File: src/rtl/dram_mig_bridge_if.sv
// MIG user-interface (UI) bundle between the DRAM bridge and the MIG core.
//   app_addr/app_cmd/app_en, app_rdy     : command channel
//   app_wdf_data/mask/wren/end, wdf_rdy  : write-data channel
//   app_rd_data/app_rd_data_valid        : read-data return
// The master modport is the bridge side. The slave modport is the MIG core side.
interface dram_mig_bridge_if #(
  parameter int APP_AW = 27
);
  logic [APP_AW-1:0] app_addr;
  logic [2:0]        app_cmd;
  logic              app_en;
  logic              app_rdy;
  logic [127:0]      app_wdf_data;
  logic [15:0]       app_wdf_mask;
  logic              app_wdf_wren;
  logic              app_wdf_end;
  logic              app_wdf_rdy;
  logic [127:0]      app_rd_data;
  logic              app_rd_data_valid;

  modport master (
    output app_addr, app_cmd, app_en, app_wdf_data, app_wdf_mask,
           app_wdf_wren, app_wdf_end,
    input  app_rdy, app_wdf_rdy, app_rd_data, app_rd_data_valid
  );

  modport slave (
    input  app_addr, app_cmd, app_en, app_wdf_data, app_wdf_mask,
           app_wdf_wren, app_wdf_end,
    output app_rdy, app_wdf_rdy, app_rd_data, app_rd_data_valid
  );
endinterface

File: src/rtl/dram_mig_bridge.sv
// Responder for the single-word DRAM request port from the CPU memory arbiter.
// Each one-cycle dram_oe request becomes one 128-bit MIG UI transaction.
// A read returns the addressed 32-bit lane. A write is a byte-masked write of one lane.
// Only one request is in flight at a time.
// Ports:
//   clk, rst            : UI clock and synchronous active-high reset
//   init_calib_complete : MIG calibration done; commands are held back while low
//   dram_oe/addr/wdata/we : request strobe and payload (we==0 means read)
//   dram_rdata/dram_valid : read data and its one-cycle completion pulse
//   dram_written          : one-cycle write completion pulse
//   mig                   : MIG UI bundle (master side)
module dram_mig_bridge #(
  parameter int MEM_SCALE = 27,
  parameter int APP_AW    = 27
) (
  input  logic                 clk,
  input  logic                 rst,
  input  logic                 init_calib_complete,
  input  logic                 dram_oe,
  input  logic [MEM_SCALE-1:0] dram_addr,
  input  logic [31:0]          dram_wdata,
  input  logic [3:0]           dram_we,
  output logic [31:0]          dram_rdata,
  output logic                 dram_valid,
  output logic                 dram_written,
  dram_mig_bridge_if.master    mig
);

  typedef enum logic [2:0] {S_IDLE, S_WAIT, S_RD, S_RDATA, S_WR} state_t;

  state_t     state;
  logic [1:0] lane_q;
  logic       is_wr_q;
  logic       cmd_done;
  logic       wdf_done;

  // The byte offset within a word plays no part in the transaction.
  logic unused_addr_bits;
  assign unused_addr_bits = ^dram_addr[1:0];

  logic cmd_acc;
  logic wdf_acc;
  assign cmd_acc = mig.app_en && mig.app_rdy;
  assign wdf_acc = mig.app_wdf_wren && mig.app_wdf_rdy;

  always_ff @(posedge clk) begin
    if (rst) begin
      state            <= S_IDLE;
      lane_q           <= 2'd0;
      is_wr_q          <= 1'b0;
      cmd_done         <= 1'b0;
      wdf_done         <= 1'b0;
      dram_rdata       <= 32'd0;
      dram_valid       <= 1'b0;
      dram_written     <= 1'b0;
      mig.app_addr     <= '0;
      mig.app_cmd      <= 3'b000;
      mig.app_en       <= 1'b0;
      mig.app_wdf_data <= 128'd0;
      mig.app_wdf_mask <= 16'd0;
      mig.app_wdf_wren <= 1'b0;
      mig.app_wdf_end  <= 1'b0;
    end else begin
      dram_valid   <= 1'b0;
      dram_written <= 1'b0;
      case (state)
        S_IDLE: begin
          if (dram_oe) begin
            // Every UI field is computed once here and stays frozen until completion.
            // That keeps the fields stable while their enables wait for acceptance.
            lane_q           <= dram_addr[3:2];
            is_wr_q          <= (dram_we != 4'd0);
            cmd_done         <= 1'b0;
            wdf_done         <= 1'b0;
            mig.app_addr     <= APP_AW'({dram_addr[MEM_SCALE-1:4], 3'b000});
            mig.app_cmd      <= (dram_we == 4'd0) ? 3'b001 : 3'b000;
            mig.app_wdf_data <= {4{dram_wdata}};
            mig.app_wdf_mask <= ~({12'd0, dram_we} << {dram_addr[3:2], 2'b00});
            if (!init_calib_complete) begin
              state <= S_WAIT;
            end else if (dram_we == 4'd0) begin
              state      <= S_RD;
              mig.app_en <= 1'b1;
            end else begin
              state            <= S_WR;
              mig.app_en       <= 1'b1;
              mig.app_wdf_wren <= 1'b1;
              mig.app_wdf_end  <= 1'b1;
            end
          end
        end
        S_WAIT: begin
          if (init_calib_complete) begin
            mig.app_en <= 1'b1;
            if (is_wr_q) begin
              state            <= S_WR;
              mig.app_wdf_wren <= 1'b1;
              mig.app_wdf_end  <= 1'b1;
            end else begin
              state <= S_RD;
            end
          end
        end
        S_RD: begin
          if (cmd_acc) begin
            mig.app_en <= 1'b0;
            state      <= S_RDATA;
          end
        end
        S_RDATA: begin
          if (mig.app_rd_data_valid) begin
            dram_rdata <= mig.app_rd_data[32*lane_q +: 32];
            dram_valid <= 1'b1;
            state      <= S_IDLE;
          end
        end
        S_WR: begin
          // The command and data channels retire independently, in either order.
          if (cmd_acc) begin
            mig.app_en <= 1'b0;
            cmd_done   <= 1'b1;
          end
          if (wdf_acc) begin
            mig.app_wdf_wren <= 1'b0;
            mig.app_wdf_end  <= 1'b0;
            wdf_done         <= 1'b1;
          end
          if ((cmd_done || cmd_acc) && (wdf_done || wdf_acc)) begin
            dram_written <= 1'b1;
            state        <= S_IDLE;
          end
        end
        default: state <= S_IDLE;
      endcase
    end
  end

endmodule

File: src/flat_wrapper.sv
// flat-port wrapper written by rule: the top's interface ports become plain ports
module dram_mig_bridge_flat 
#(
  parameter int MEM_SCALE = 27,
  parameter int APP_AW    = 27
)
  (clk, rst, init_calib_complete, dram_oe, dram_addr, dram_wdata, dram_we, dram_rdata, dram_valid, dram_written, mig_app_addr, mig_app_cmd, mig_app_en, mig_app_wdf_data, mig_app_wdf_mask, mig_app_wdf_wren, mig_app_wdf_end, mig_app_rdy, mig_app_wdf_rdy, mig_app_rd_data, mig_app_rd_data_valid);
  dram_mig_bridge_if #(.APP_AW(APP_AW)) mig_i ();
  input  logic clk;
  input  logic rst;
  input  logic init_calib_complete;
  input  logic dram_oe;
  input  logic [MEM_SCALE-1:0] dram_addr;
  input  logic [31:0] dram_wdata;
  input  logic [3:0] dram_we;
  output logic [31:0] dram_rdata;
  output logic dram_valid;
  output logic dram_written;
  output wire logic [$bits(mig_i.app_addr)-1:0] mig_app_addr;
  output wire logic [$bits(mig_i.app_cmd)-1:0] mig_app_cmd;
  output wire logic [$bits(mig_i.app_en)-1:0] mig_app_en;
  output wire logic [$bits(mig_i.app_wdf_data)-1:0] mig_app_wdf_data;
  output wire logic [$bits(mig_i.app_wdf_mask)-1:0] mig_app_wdf_mask;
  output wire logic [$bits(mig_i.app_wdf_wren)-1:0] mig_app_wdf_wren;
  output wire logic [$bits(mig_i.app_wdf_end)-1:0] mig_app_wdf_end;
  input wire logic [$bits(mig_i.app_rdy)-1:0] mig_app_rdy;
  input wire logic [$bits(mig_i.app_wdf_rdy)-1:0] mig_app_wdf_rdy;
  input wire logic [$bits(mig_i.app_rd_data)-1:0] mig_app_rd_data;
  input wire logic [$bits(mig_i.app_rd_data_valid)-1:0] mig_app_rd_data_valid;
  assign mig_app_addr = mig_i.app_addr;
  assign mig_app_cmd = mig_i.app_cmd;
  assign mig_app_en = mig_i.app_en;
  assign mig_app_wdf_data = mig_i.app_wdf_data;
  assign mig_app_wdf_mask = mig_i.app_wdf_mask;
  assign mig_app_wdf_wren = mig_i.app_wdf_wren;
  assign mig_app_wdf_end = mig_i.app_wdf_end;
  assign mig_i.app_rdy = mig_app_rdy;
  assign mig_i.app_wdf_rdy = mig_app_wdf_rdy;
  assign mig_i.app_rd_data = mig_app_rd_data;
  assign mig_i.app_rd_data_valid = mig_app_rd_data_valid;
  dram_mig_bridge #(.MEM_SCALE(MEM_SCALE), .APP_AW(APP_AW)) u_core (.clk(clk), .rst(rst), .init_calib_complete(init_calib_complete), .dram_oe(dram_oe), .dram_addr(dram_addr), .dram_wdata(dram_wdata), .dram_we(dram_we), .dram_rdata(dram_rdata), .dram_valid(dram_valid), .dram_written(dram_written), .mig(mig_i));
endmodule
File: config.mk
export PLATFORM = sky130hd
export DESIGN_NAME = dram_mig_bridge_flat
export DESIGN_NICKNAME = d
export VERILOG_FILES = /design/src/rtl/dram_mig_bridge_if.sv /design/src/rtl/dram_mig_bridge.sv /design/src/flat_wrapper.sv
export SDC_FILE = /design/constraint.sdc
export NUM_CORES = 1
export LEC_CHECK = 0
export CORE_AREA = 4 4 156 158
export CTS_CLUSTER_SIZE = 8
export DETAILED_ROUTE_END_ITERATION = 8
export DIE_AREA = 0 0 160 162
export SYNTH_ARGS = -nofsm -noshare
export SYNTH_HDL_FRONTEND = slang
export SYNTH_SLANG_ARGS = --single-unit
File: constraint.sdc
create_clock -name clk -period 1.5 [get_ports clk]
set_input_delay 0.15 -clock clk [delete_from_list [all_inputs] [get_ports clk]]
set_output_delay 0.15 -clock clk [all_outputs]
set_load 0.05 [all_outputs]
* Word level (Yosys, flattened, before mapping)
Index checks and enable logic that the tools add are counted.
** Storage, ports and cells
- Bits in registers :: 214
- Bits of input ports :: 198
- Output and inout port bits :: 211
- Logic and storage cells :: 83
** Cells by class
- Eq/ne operators :: 15
- Shifts and indexed selects :: 2
- Muxes and demuxes :: 28
- Bitwise logic cells :: 3
- Reduce and logical (&&, ||, !) cells :: 21
** Operators with widths (count)
- $shiftx 128x8->32 :: 1
- $mux 3 :: 8
- $not 16->16 :: 1
- $shl 4x4->16 :: 1
- $mux 1 :: 15
- $pmux 3 s5 :: 1
- $ne 2x1->1 const B :: 6
- $ne 2x2->1 const B :: 5
- $reduce_and 3->1 :: 3
- $reduce_and 7->1 :: 1
- $eq 3x2->1 const B :: 2
- $pmux 1 s3 :: 2
- $reduce_bool 3->1 :: 2
- $reduce_or 2->1 :: 3
- $reduce_and 5->1 :: 1
- $logic_not 4->1 :: 1
- $pmux 1 s2 :: 2
- $reduce_and 2->1 :: 2
- $reduce_bool 4->1 :: 1
- $eq 3x1->1 const B :: 1
- $eq 3x3->1 const B :: 1
- $logic_and 1x1->1 :: 3
- $logic_not 3->1 :: 1
- $logic_or 1x1->1 :: 2
- 2 further kinds :: 3

* Longest topological paths before layout
- Depth in word-level cells :: 5
- Mapped depth :: 6
- Mapped depth without buffers :: 4

* Worst setup path after synthesis
Ideal clock, no wire load.
- Path type :: register to register
- Start point :: reg u_core.lane_q[0]
- End point :: reg u_core.dram_rdata[11]
- Setup time :: 0.117 ns
- Arrival time :: 1.442 ns
- Required time :: 1.383 ns
- Setup slack :: -0.059 ns
- Stages on the path, launching flop included :: 5
- Buffers on the path :: 2
- Period minus slack after synthesis :: 1.559 ns
- Cell sequence :: dfxtp_1 buf_2 buf_2 mux4_2 a22o_1
** Between the ends
- Longest elaborated chain between the ends :: 1
** RTL lines
- start, declared :: line dram_mig_bridge.sv:32 : logic [1:0] lane_q;
- start signal, assigned :: line dram_mig_bridge.sv:71 : lane_q <= dram_addr[3:2];
- $shiftx 128x8->32 :: line dram_mig_bridge.sv:112 : dram_rdata <= mig.app_rd_data[32*lane_q +: 32];
- end signal, assigned :: line dram_mig_bridge.sv:112
- end, declared :: line dram_mig_bridge.sv:23 : output logic [31:0] dram_rdata,
No other way between the ends.
A chain may end at the register's enable or synchronous reset.

* Worst setup path after layout
- Start point :: reg u_core.lane_q[0]
- End point :: reg u_core.dram_rdata[4]
Same word-level chain as after synthesis.

==> metrics.txt <==
VDD IR max 0.633 mV; met3 Track Usage GR 5.30%; drt pass-1 iters 4; number of diodes 0; leading area contributor after synthesis dfxtp_1; die area 25900 µm²; Synth cell types 36; H-tree depth 4; Syn Std Cell Area 5580 µm²; Area Growth Syn to Fin 72.1%; global-route wire length before repair 31.1 mm; via count 5381; post-route ant nets 0; CTS tree yes; initial antenna violation count 1; Mapped Avg Cell Area 9.44 µm²; f_max 707 MHz; row count 56; Inserted Clock Buffers 17; Top Ports 409; final cell utilization of the core 41.5%; startpoint types flop; CTS max path bufs 2; fin crit period 1420 ps; max-slew violations 0; final wirelength 20.9 mm; post-synth top area share 41.6%; Lkg Pwr 4.02 nW; Place WS -289 ps; WS Path Type flop to flop; CP Data Arrival Time 1700 ps; Seq cells post-synth 116; Clock Latency Late Sink 410 ps; CP Buf/Inv Count 1; warnings from Yosys 0; status completed; Fillers 2274; height of the die 162 µm; Clock Skew 11.5 ps; WL/cell 17.3 µm; TNS Setup 0 ps; IO Port Bufs 400; ys async rst share 0%; DRC 0; Crit. End Element flop; RSZ-0062 raised after global routing no; Final Hold Fails 0; # Max-Cap Violations 0; via/cell ratio 4.45; Hold Crit Class input pin to flop; Total Power 12.1 mW; worst setup margin 84.8 ps; GRT overflow 0; CP Cell Sequence buf_12 -> mux4_2 -> a22o_1; critical path's slowest cell mux4_2; CTS Sinks 116; largest net degree at the start of global routing 34; post-synthesis instance total 591; M2 GR Usage 26.0%; CTS clk-pin slew, worst paths 60 ps; met1 Resource Use GR 18.1%; Post-CTS Setup Inserts 0; Synth area leaders dfxtp_1 (42%), buf_4 (14%), mux4_2 (13%); CTS root buf clkbuf_16; Setup Viol. Count Final 0; CORE AREA 23100 µm²; main flop type after synthesis dfxtp_1; GRT busiest layer met2; total track usage 15.2%; worst-path fanout max 20; CP Data Required Time 1790 ps; Post-DP HPWL 16.1 mm; GPL Wtd Cong 0.823; # nets final 1106; Seq/Total Area, Yosys 41.6%; critical path's top delay family multiplexers; P per Cell Area 1260 nW/µm²; Post-synth EDFFs 0; vias in the first global route 5314; crit share post-route 94.3%; DRT iter0 DRCs 301; die width 160 µm; proportion of layout cells with a drive suffix above 1 34.3%; Starting Density 24.1%; crit-path max cell delay 520 ps
synth_stat cells (3+ instances only):
| cell type | number |
|---|---|
| nand2_1 | 120 |
| a311oi_1 | 16 |
| clkbuf_1 | 21 |
| dfxtp_1 | 116 |
| nor4_1 | 3 |
| nor3_1 | 6 |
| mux4_2 | 32 |
| nor2b_1 | 4 |
| a22o_1 | 32 |
| buf_2 | 16 |
| o21ai_0 | 3 |
| nor2_1 | 22 |
| buf_4 | 106 |
| a21oi_1 | 65 |
final timing paths:
| kind | start | to | slack (ps) | cells past startpoint |
|---|---|---|---|---|
| worst max-delay path | u_core.lane_q[0] | u_core.dram_rdata[4] | 80 | 3 |
| worst min-delay path | rst | u_core.mig.app_wdf_data[102] | 180 | 2 |
| worst min register to register | u_core.mig.app_addr[25] | u_core.mig.app_addr[25] | 450 | 2 |
| worst max register to register | u_core.lane_q[0] | u_core.dram_rdata[4] | 80 | 3 |
layer usage:
metal	vias to the layer above	part of all wire [%]
li1	2596	-
met1	2515	40
met2	244	50
met3	24	8.2
met4	2	2.0
met5	-	0.081
registers in the layout, indices dropped and copies added (netlist names):
name and cells:
u_core.dram_rdata 32, u_core.mig.app_wdf_data 32, u_core.mig.app_addr 23, u_core.mig.app_wdf_mask 16, u_core.state 3, u_core.lane_q 2, u_core.cmd_done 1, u_core.dram_valid 1
u_core.dram_written 1, u_core.is_wr_q 1, u_core.mig.app_cmd 1, u_core.mig.app_en 1, u_core.mig.app_wdf_wren 1, u_core.wdf_done 1
placed cells by master, fill, tap and decap left out, types with 16 or more instances in the layout:
cell             synthesis  layout
clkdlybuf4s50_1          0     194
dfxtp_1                116     114
clkbuf_16                0      17
buf_4                  106     224
mux4_2                  32      32
a21oi_1                 65      65
a311oi_1                16      16
a22o_1                  32      32
nand2_1                120     119
buf_12                   0      20
nor2_1                  22      22
cell families (layout without fill, tap and decap cells):
kind of cell,Yosys count,count (layout),synth area share [%]
buffers and inverters,147,471,17.4
AOI/OAI and AO/OA,127,127,15.4
xor gates and xnor gates,1,1,0.157
and+or+nand+nor,167,167,12.4
muxes,32,32,12.9
other,1,6,0.0672
DFF,116,116,41.6
stage by stage:
step           hold WS, ps  area, µm²  cells
2_1_floorplan          259       5600    596
3_3_place_gp           442       9040   1179
3_5_place_dp           447       9040   1179
4_1_cts                157       9590   1210
5_1_grt                172       9600   1210
6_report               176       9600   1210
what timing repair did:
action / in CTS / in global routing
endpoints found under the setup margin: 0 / 8
gates resized for setup: 0 / 4
hold buffers: 0 / 0
layout make-up:
| class | count | area, µm² | share of cell area (%) |
|---|---|---|---|
| flip-flops and latches | 116 | 2320 | 24.2 |
| repair buffers | 438 | 4020 | 41.9 |
| well taps | 290 | 363 | 3.78 |
| multi-input cells | 333 | 2340 | 24.3 |
| clock buffers | 22 | 464 | 4.83 |
| clock inverters | 9 | 81.3 | 0.847 |
| inverters | 2 | 7.51 | 0.0782 |
power by group:
| group | internal [mW] | leakage (nW) | total (mW) | switching (mW) |
|---|---|---|---|---|
| Combinational | 1.84 | 2.81 | 4.71 | 2.87 |
| Clock | 2.34 | 0.262 | 3.74 | 1.40 |
| Sequential | 3.35 | 0.950 | 3.62 | 0.262 |
(Power assumes the default switching activity.)
